## src/rtl/operand_sequencer.sv

```systemverilog
// operand_sequencer: captures one A row and one B column (DEPTH elements of
// DATA_W bits each) on start, then streams them pair by pair to the MAC stage
// under a valid/ready handshake and pulses done after the last transfer.
// Optional build macro OPSEQ_ZERO_IDLE_EN: when defined, a_out/b_out read 0
// whenever out_valid is low; otherwise they hold the last streamed pair.
module operand_sequencer #(
    parameter  int DATA_W = 8,
    parameter  int DEPTH  = 4,
    localparam int CNT_W  = $clog2(DEPTH)
) (
    input  logic                    clk,
    input  logic                    reset,
    input  logic                    start,
    input  logic [DEPTH*DATA_W-1:0] a_vec,
    input  logic [DEPTH*DATA_W-1:0] b_vec,
    output logic [DATA_W-1:0]       a_out,
    output logic [DATA_W-1:0]       b_out,
    output logic                    out_valid,
    input  logic                    out_ready,
    output logic                    busy,
    output logic                    done
);

    typedef enum logic [1:0] {
        IDLE   = 2'd0,
        STREAM = 2'd1,
        DONE   = 2'd2
    } state_t;

    state_t             state;
    logic [CNT_W-1:0]   idx;
    logic [CNT_W-1:0]   idx_nxt;
    logic               last;
    logic               xfer;

    // unpacked views of the input vectors and the captured copies
    logic [DATA_W-1:0]  a_elem [DEPTH];
    logic [DATA_W-1:0]  b_elem [DEPTH];
    logic [DATA_W-1:0]  sh_a   [DEPTH];
    logic [DATA_W-1:0]  sh_b   [DEPTH];

    for (genvar k = 0; k < DEPTH; k++) begin : g_unpack
        assign a_elem[k] = a_vec[k*DATA_W +: DATA_W];
        assign b_elem[k] = b_vec[k*DATA_W +: DATA_W];
    end

    // idx_nxt is only used when idx < DEPTH-1, so it always fits in CNT_W
    assign idx_nxt = idx + 1'b1;
    assign last    = (idx == CNT_W'(DEPTH - 1));
    assign xfer    = out_valid & out_ready;

    // control FSM; every output is a register updated here
    always_ff @(posedge clk) begin
        if (reset) begin
            state     <= IDLE;
            idx       <= '0;
            out_valid <= 1'b0;
            busy      <= 1'b0;
            done      <= 1'b0;
            a_out     <= '0;
            b_out     <= '0;
            for (int k = 0; k < DEPTH; k++) begin
                sh_a[k] <= '0;
                sh_b[k] <= '0;
            end
        end else begin
            case (state)
                IDLE: begin
                    if (start) begin
                        // snapshot so later input changes cannot disturb the stream
                        sh_a      <= a_elem;
                        sh_b      <= b_elem;
                        idx       <= '0;
                        a_out     <= a_elem[0];
                        b_out     <= b_elem[0];
                        out_valid <= 1'b1;
                        busy      <= 1'b1;
                        state     <= STREAM;
                    end
                end
                STREAM: begin
                    if (xfer) begin
                        if (last) begin
                            out_valid <= 1'b0;
                            done      <= 1'b1;
                            state     <= DONE;
`ifdef OPSEQ_ZERO_IDLE_EN
                            a_out     <= '0;
                            b_out     <= '0;
`else
                            a_out     <= a_out;
                            b_out     <= b_out;
`endif
                        end else begin
                            idx   <= idx_nxt;
                            a_out <= sh_a[idx_nxt];
                            b_out <= sh_b[idx_nxt];
                        end
                    end
                end
                DONE: begin
                    // start here is dropped, not queued
                    done  <= 1'b0;
                    busy  <= 1'b0;
                    state <= IDLE;
                end
                default: begin
                    out_valid <= 1'b0;
                    busy      <= 1'b0;
                    done      <= 1'b0;
                    state     <= IDLE;
                end
            endcase
        end
    end

endmodule

```

## config.mk

```make
export PLATFORM = sky130hd
export DESIGN_NAME = operand_sequencer
export DESIGN_NICKNAME = d
export VERILOG_FILES = /design/src/rtl/operand_sequencer.sv
export SDC_FILE = /design/constraint.sdc
export NUM_CORES = 1
export LEC_CHECK = 0
export ABC_AREA = 1
export CAP_MARGIN = 20
export CORE_MARGIN = 2
export CORE_UTILIZATION = 35
export CTS_CLUSTER_DIAMETER = 150
export CTS_CLUSTER_SIZE = 24
export DETAILED_ROUTE_END_ITERATION = 10
export SLEW_MARGIN = 0
export SYNTH_ARGS = -nofsm -noshare
export SYNTH_HDL_FRONTEND = slang
export SYNTH_SLANG_ARGS = --single-unit
export TNS_END_PERCENT = 30
```

## constraint.sdc

```tcl
create_clock -name clk -period 1.7 [get_ports clk]
set_input_delay 0.17 -clock clk [delete_from_list [all_inputs] [get_ports clk]]
set_output_delay 0.17 -clock clk [all_outputs]
set_load 0.01 [all_outputs]
```

==> results.md <==
* Clock Pin Slew Worst Setup and Hold Paths at roughly 90 ps
* Fmax at 668 MHz
* Share of cells above drive strength 1 at about 6.6%
* Crit path capture type: flop
* Gr usage total at 18.1%
* Standard-cell rows at 38
* Clk pwr share at a little under 30%
* Net Sw Frac at a little over 30%
* Vias in the first global route at 3682
* HP Class: input pin to flop
* Diode count at 0
* Final hold violation count at 0
* Synth warn at 0
* Initial antenna violation count at 0
* Placed insts at 802
* Most frequent cells in the layout: 176 x nor2_1, 151 x nand2_1, 87 x dfxtp_1, 86 x clkdlybuf4s50_1, 57 x o21ai_0
* Worst EP arrival at 1760 ps
* Share of power burned in registers at 47.1%
* Sequential area share after synthesis at 44.8%
* Cell area after synthesis at 3890 um^2
* Leak at 0.00222 uW
* Fin. max-slew vios at 0
* H-Tree Depth at 3
* Post-CTS sizing at 0
* Setup TNS at 0 ps
* Internal at 3470 uW
* Pwr per Cell Area at 969 nW/um^2
* Commonest non-fill, non-tap cell in the layout: nor2_1
* Mean Syn Cell Area at 6.54 um^2
* Required @ worst endpoint at 1970 ps
* Die Wd at 109 um
* DRC Markers at 0
* Final Cell Area at 5140 um^2
* Logic gate share of total power at 23.2%
* Vias/cell at 4.63
* Measured slew at the worst slew-check pin at about 380 ps
* HPWL after DPL at 7350 um
* Synth top area share at 44.8%
* PortBufs at between 80 and 90
* Total wire length at 10400 um
* Cells after Synth at about 600
* Top post-synthesis cells by area: dfxtp_1 45%, nor2_1 17%, nand2_1 15%
* Grt total ovfl at 0
* Final setup viols at 0
* P&R area growth vs syn at 32.3%
* Dpl cell area at 4940 um^2
* Core ar. at about 11000 um^2
* ANT nets after route at 0
* Clock buffer depth at 2
* Yosys cell types at 22
* GP Congestion at around 0.82
* Crit Path Max Fanout at 18
* Status: completed
* DRT Pass-1 Iters at 4
* Fin Clk Skew at between 10 and 15 ps
* I/O Pins at 87
* CTS tree: built
* Die Height at 109 um
* Synthesized flop and latch total at 87
* First-pass GRT wire length at between 15000 and 20000 um
* Syn_nets at 664
* Fin crit share at 88.1%
* Drt wl/cell at 12.7 um
* CTS Buf Count at 9
* Slew margin rel. at 74.3%
* Via count at around 3.8k
* Clock latency on the worst-skew pair at 360 ps
* Initial core utilization at 35.9%
* Top cell type by total area after synthesis: dfxtp_1
* RSZ-0062 raised after global routing: no
* Tmin final at 1500 ps
* Overall power at 4990 uW
* NetSw at 1510 uW
* Final std cells w/o fill at slightly above 800
* Max Cap Viol at 0
* Crit Path Class: flop to flop
* Final nets at 742
* DR iter-0 viols at 130
* Peak VDD IR at 0.396 mV
* Setup Fix Bufs, Post-CTS at 0
* Largest net degree at the start of global routing at 45
* Hold-fix buffers, CTS at 0
* CTS root buf: clkbuf_8
* CTS Sinks at 87
* Die area at 12000 um^2
* Critical Path Source Type: flop
worst max-delay path, stage by stage, from the launching register on:
cell	delay, ps
dfxtp_1	320
ha_1	210
a21oi_1	230
inv_1	130
nor2_4	150
buf_12	160
nand2_1	60
nor2_1	100
nor2_1	40
metrics by stage:
step                util, %  hold WS, ps  worst slack, ps
floorplan                 -          239              241
global placement       45.6          459              241
detailed placement     45.6          467              222
CTS                    47.4          407              186
global route           47.4          417             56.9
finish                 47.4          412              202
state kept, by name (all words and copies together), names as in the netlist:
name / count
a_out: 8
b_out: 8
sh_a: 32
done: 1
busy: 1
out_valid: 1
state: 2
sh_b: 32
idx: 2
cell families after synthesis:
logic type	after synthesis	share of synthesized area, %
DFF	87	44.8
and+or+nand+nor	358	36.4
AOI/OAI and AO/OA	86	11.1
adders and majority gates	1	0.322
buffers and inverters	63	7.40
cell usage after synthesis (all sizes together):
library cell and instances:
a31oi 1, nand3 23, clkbuf 12, inv 25, clkinv 2, nor3 2, a21oi 20, dfxtp 87
nand2 154, ha 1, nor2 179, o21ai 65, buf 24
worst paths after layout:
path	startpoint	end	slack [ps]	cells after the start
min	a_vec[12]	sh_a[20]	410	3
max reg2reg	idx[0]	a_out[4]	200	8
min reg2reg	busy	busy	470	2
max	idx[0]	a_out[4]	200	8
power by group through the flow:
stage               registers (uW)  clock network [uW]  logic, uW
CTS                           2350                1530       1170
floorplan                     2390                   0        663
detailed placement            2400                   0       1160
global placement              2390                   0       1150
finish                        2350                1480       1160
global route                  2370                1600       1310
metal layers:
metal / part of all wire (%) / up-vias / GRT usage [%]
li1: - / 2012 / -
met4: 1.1 / 0 / 4.79
met1: 46 / 1690 / 22.3
met3: 4.6 / 9 / 3.73
met5: 0 / - / 0
met2: 48 / 80 / 32.1
layout make-up:
cell class / count / area, um^2
fill: 1137 / 5700
inverter: 27 / 101
timing repair buffer: 103 / 1060
sequential: 87 / 1740
multi-input combinational: 445 / 1860
tap: 140 / 175
clock inverter: 7 / 78.8
clock buffer: 9 / 124
Note: power is estimated with default switching activity, not from simulation.
==> edit 1 (same settings) <==
Encoding of `state_t`: now one-hot (3 bits for 3 states).
--- a/src/rtl/operand_sequencer.sv
+++ b/src/rtl/operand_sequencer.sv
@@ -22,8 +22,8 @@
 );
 
-    typedef enum logic [1:0] {
-        IDLE   = 2'd0,
-        STREAM = 2'd1,
-        DONE   = 2'd2
+    typedef enum logic [2:0] {
+        IDLE   = 3'b001,
+        STREAM = 3'b010,
+        DONE   = 3'b100
     } state_t;
 
Check against the original RTL: same outputs for any inputs over 10 cycles, from zero or initial values and one cycle with reset high; not proved beyond that.
==> edit 1 against the original RTL <==
Wire length rose by 1.3%; setup slack improved by 0.00050 ns; power rose by 21%; sequential cell count rose by 1; design area rose by 4.3%; global-route usage fell by 1.1 points; area after synthesis rose by 4.4%; first-iteration DRC count rose by 71%; critical path type unchanged; largest cell class unchanged; largest power group unchanged.
==> edit 1: results (changes against the original RTL) <==
<table>
<tr><th>Metric</th><th>Value</th></tr>
<tr><th colspan="2">Global route</th></tr>
<tr><td>Number of global-route vias before repair</td><td>3723 (+1.1%)</td></tr>
<tr><td>Global-route wire length before repair</td><td>17500 µm (+3.0%)</td></tr>
<tr><td>Largest net degree at the start of global routing</td><td>73 (+62%)</td></tr>
<tr><th colspan="2">Synth</th></tr>
<tr><td>Cell count after synthesis</td><td>604 (+1.5%)</td></tr>
<tr><td>Largest cells by area after synthesis</td><td>dfxtp_1, nor2_1, nand2_1</td></tr>
<tr><td>Share of the yosys chip area belonging to registers</td><td>0.434 (-0.0140)</td></tr>
<tr><td>Most instantiated cells after synthesis</td><td>nor2_1, nand2_1, dfxtp_1</td></tr>
<tr><td>Count of unique library cells instantiated by Yosys</td><td>24 (+9.1%)</td></tr>
<tr><th colspan="2">Hold path</th></tr>
<tr><td>Destination of the worst hold path</td><td>sh_b[5]</td></tr>
<tr><td>Worst hold path stage count</td><td>3 (unchanged)</td></tr>
<tr><td>Hold path start</td><td>b_vec[29]</td></tr>
<tr><th colspan="2">Worst setup path</th></tr>
<tr><td>End of the worst register-to-register path</td><td>a_out[0]</td></tr>
<tr><td>FF-to-FF setup slack</td><td>0.20 ns (about the same)</td></tr>
<tr><td>Arrival time of the worst setup path</td><td>1.73 ns (-0.03 ns)</td></tr>
<tr><td>Critical Path Fanout Max</td><td>34 (+16)</td></tr>
<tr><th colspan="2">Pwr</th></tr>
<tr><td>Leak</td><td>0.00234 µW (+5.3%)</td></tr>
<tr><td>Highest ir drop seen on vdd</td><td>608 µV (+53%)</td></tr>
<tr><th colspan="2">Clock network</th></tr>
<tr><td>CTS clk-pin slew, worst paths</td><td>0.06 ns (-0.03 ns)</td></tr>
<tr><td>Clock insertion delay at the later pin of the skew report</td><td>0.33 ns (-0.03 ns)</td></tr>
<tr><td>CTS root buffer</td><td>clkbuf_16</td></tr>
<tr><th colspan="2">Detailed routing</th></tr>
<tr><td>Starting DRC count in detailed routing</td><td>222 (+71%)</td></tr>
<tr><td>Average via count per standard cell</td><td>4.75 (+2.6%)</td></tr>
<tr><td>Wire length per cell</td><td>12.8 µm (+0.58%)</td></tr>
<tr><td>Overall via count from detail_route</td><td>3917 (+3.3%)</td></tr>
<tr><th colspan="2">Finish</th></tr>
<tr><td>Fraction of layout cells with a size suffix above 1</td><td>0.0646 (-0.00176)</td></tr>
<tr><td>Final Net Count</td><td>745 (+0.40%)</td></tr>
<tr><th colspan="2">Place</th></tr>
<tr><td>DP Wirelength</td><td>7160 µm (-2.6%)</td></tr>
<tr><td>Final RePlAce weighted congestion</td><td>0.833 (+1.4%)</td></tr>
<tr><th colspan="2">Timing</th></tr>
<tr><td>Slew of the pin with the lowest slew margin</td><td>0.357 ns (-0.0279 ns)</td></tr>
<tr><td>Post-route clock skew</td><td>0.00826 ns (-0.00553 ns)</td></tr>
<tr><th colspan="2">Status</th></tr>
<tr><td>Status</td><td>finished, final reports clean</td></tr>
</table>
==> edit 1: changes by cell type after synthesis, sizes merged, moves of 3 or more <==
cell / delta
a211oi: +8
a21oi: +6
clkbuf: +3
inv: +20
nand2: -30
nand4: +18
nor2: -18
==> edit 1: per-layer routing <==
| metal | track usage | part of all wire | vias to the layer above |
|---|---|---|---|
| met4 | 0.0609 | 0.019 | 0 |
| met1 | 0.236 | 0.49 | 1745 |
| li1 | - | - | 2064 |
| met5 | 0 | 0 | - |
| met2 | 0.264 | 0.45 | 94 |
| met3 | 0.0348 | 0.042 | 14 |
==> edit 1: logic make-up after synthesis <==
group                    synth area share
AND/OR/NAND/NOR                     0.334
AO/OA/AOI/OAI                       0.131
flip-flops                          0.434
buffers and inverters              0.0983
adder cells (fa/ha/maj)           0.00308
==> edit 1: critical path, delay by kind of cell, from the launching register on <==
family	cells	cell delay, ns
AND/OR/NAND/NOR	3	0.29
flip-flops	1	0.38
AO/OA/AOI/OAI	1	0.23
buffers and inverters	3	0.49
==> edit 1: area by class of cell <==
type / instances / area (µm²)
sequential: 88 / 1760
inverter: 45 / 169
tap: 143 / 179
clock inverter: 5 / 56.3
clock buffer: 11 / 243
multi-input combinational: 430 / 1900
fill: 1204 / 6010
timing repair buffer: 102 / 1060
==> edit 1: worst max path at each step <==
stage	to	slack, ns	cells past startpoint
after floorplan	a_out[4]	0.25	8
after global placement	idx[0]	0.09	7
after detailed placement	idx[1]	0.08	7
after CTS	sh_a[15]	0.22	8
after global routing	b_out[2]	0.08	7
final	a_out[0]	0.20	7
==> edit 1: per-stage QoR <==
step	cell area (µm²)	setup WS, ns	hold WS (ns)
floorplan	4060	0.247	0.239
global placement	5060	0.0852	0.432
detailed placement	5060	0.0761	0.436
CTS	5360	0.216	0.415
global route	5360	0.0832	0.424
finish	5360	0.203	0.418
==> edit 1: report_power, final <==
group | switching (µW) | total (µW) | internal, µW
registers | 131 | 2460 | 2330
clock network | 803 | 1980 | 1180
logic | 870 | 1570 | 699
total | 1800 | 6010 | 4210
==> edit 2 (same settings) <==
Without the edit above. The parameter `DEPTH` goes from 4 to 2.
--- a/src/rtl/operand_sequencer.sv
+++ b/src/rtl/operand_sequencer.sv
@@ -6,5 +6,5 @@
 module operand_sequencer #(
     parameter  int DATA_W = 8,
-    parameter  int DEPTH  = 4,
+    parameter  int DEPTH  = 2,
     localparam int CNT_W  = $clog2(DEPTH)
 ) (
Interface: changed (resized a_vec and b_vec); port bits go from 87 to 55. No check against the original RTL was run, so the function may have changed too.
==> edit 2 against the original RTL <==
Fmax up 1.8%; design area decreased by 40%; wire length is 47% lower; sequential cell count decreased by 33; setup slack better by 0.027 ns; area after synthesis decreased by 40%; power shrank 40%; critical path type unchanged; largest cell class is now sequential cells.
==> edit 2: results (changes against the original RTL) <==
<table>
<tr><th>Metric</th><th>Value</th></tr>
<tr><th colspan="2">Synth</th></tr>
<tr><td>Synthesized-area fraction occupied by adder cells</td><td>0 (-0.00322)</td></tr>
<tr><td>Count of unique library cells instantiated by Yosys</td><td>18 (-18%)</td></tr>
<tr><td>Largest cells by area after synthesis</td><td>dfxtp_1, nor2_1, nand2_1</td></tr>
<tr><td>#FFs+latches synth</td><td>54 (-38%)</td></tr>
<tr><td>Compound-cell area share of the yosys netlist</td><td>0.0844 (-0.0266)</td></tr>
<tr><th colspan="2">Finish</th></tr>
<tr><td>Fraction of layout cells with a size suffix above 1</td><td>0.0622 (-0.00418)</td></tr>
<tr><td>Fill cell total of the finished layout</td><td>670 (-41%)</td></tr>
<tr><td>Largest registers</td><td>sh_a: 16 flops, sh_b: 16 flops</td></tr>
<tr><td>Fraction of area in multi-input gates</td><td>0.341 (-0.0206)</td></tr>
<tr><td>Post-synthesis to final-layout area growth</td><td>32.8%</td></tr>
<tr><th colspan="2">Global route</th></tr>
<tr><td>Number of global-route vias before repair</td><td>2013 (-45%)</td></tr>
<tr><td>Met2 Track Usage GR</td><td>0.267 (-0.0535)</td></tr>
<tr><td>Met1 Usage GRT</td><td>0.221 (-0.00230)</td></tr>
<tr><td>Global-route wire length before repair</td><td>9550 µm (-44%)</td></tr>
<tr><td>Largest net degree at the start of global routing</td><td>43 (-4.4%)</td></tr>
<tr><th colspan="2">Pwr</th></tr>
<tr><td>Power dissipated in combinational cells</td><td>682 µW (-41%)</td></tr>
<tr><td>Clock network power consumption</td><td>856 µW (-42%)</td></tr>
<tr><th colspan="2">Detailed routing</th></tr>
<tr><td>Wire length per cell</td><td>11.5 µm (-10%)</td></tr>
<tr><th colspan="2">Hold path</th></tr>
<tr><td>Hold WC Path Type</td><td>flop to flop</td></tr>
<tr><td>Hold path start</td><td>busy</td></tr>
<tr><th colspan="2">Worst setup path</th></tr>
<tr><td>Arrival time of the worst setup path</td><td>1.68 ns (-0.08 ns)</td></tr>
<tr><td>FF-to-FF setup slack</td><td>0.23 ns (+0.03 ns)</td></tr>
<tr><th colspan="2">Place</th></tr>
<tr><td>DP Wirelength</td><td>3830 µm (-48%)</td></tr>
<tr><th colspan="2">Status</th></tr>
<tr><td>Status</td><td>finished, final reports clean</td></tr>
<tr><th colspan="2">Timing</th></tr>
<tr><td>Worst-case hold slack</td><td>0.470 ns (+0.0586 ns)</td></tr>
</table>
==> edit 2: changes by cell type after synthesis, moves of 13 or more <==
cell / change
a21oi_1: -17
nand2_1: -62
nor2_1: -78
dfxtp_1: -33
buf_2: -13
o21ai_0: -22
==> edit 2: through the flow <==
| step | power (µW) | setup WS, ns | instance area [µm²] | cells |
|---|---|---|---|---|
| 2_1_floorplan | 1870 | 0.482 | 2330 | 346 |
| 3_3_place_gp | 2160 | 0.260 | 2980 | 471 |
| 3_5_place_dp | 2180 | 0.216 | 2980 | 471 |
| 4_1_cts | 3030 | 0.226 | 3090 | 479 |
| 5_1_grt | 3190 | 0.0811 | 3090 | 479 |
| 6_report | 3000 | 0.230 | 3090 | 479 |
==> edit 2: worst reg2reg max path, stage by stage, from the launching register on <==
cell     delay (ns)
dfxtp_1        0.47
nand2_4        0.16
nor2_8         0.25
nor2_2         0.06
nand2_2        0.08
buf_12         0.17
nand2_1        0.09
nand2_1        0.06
nor2_1         0.04
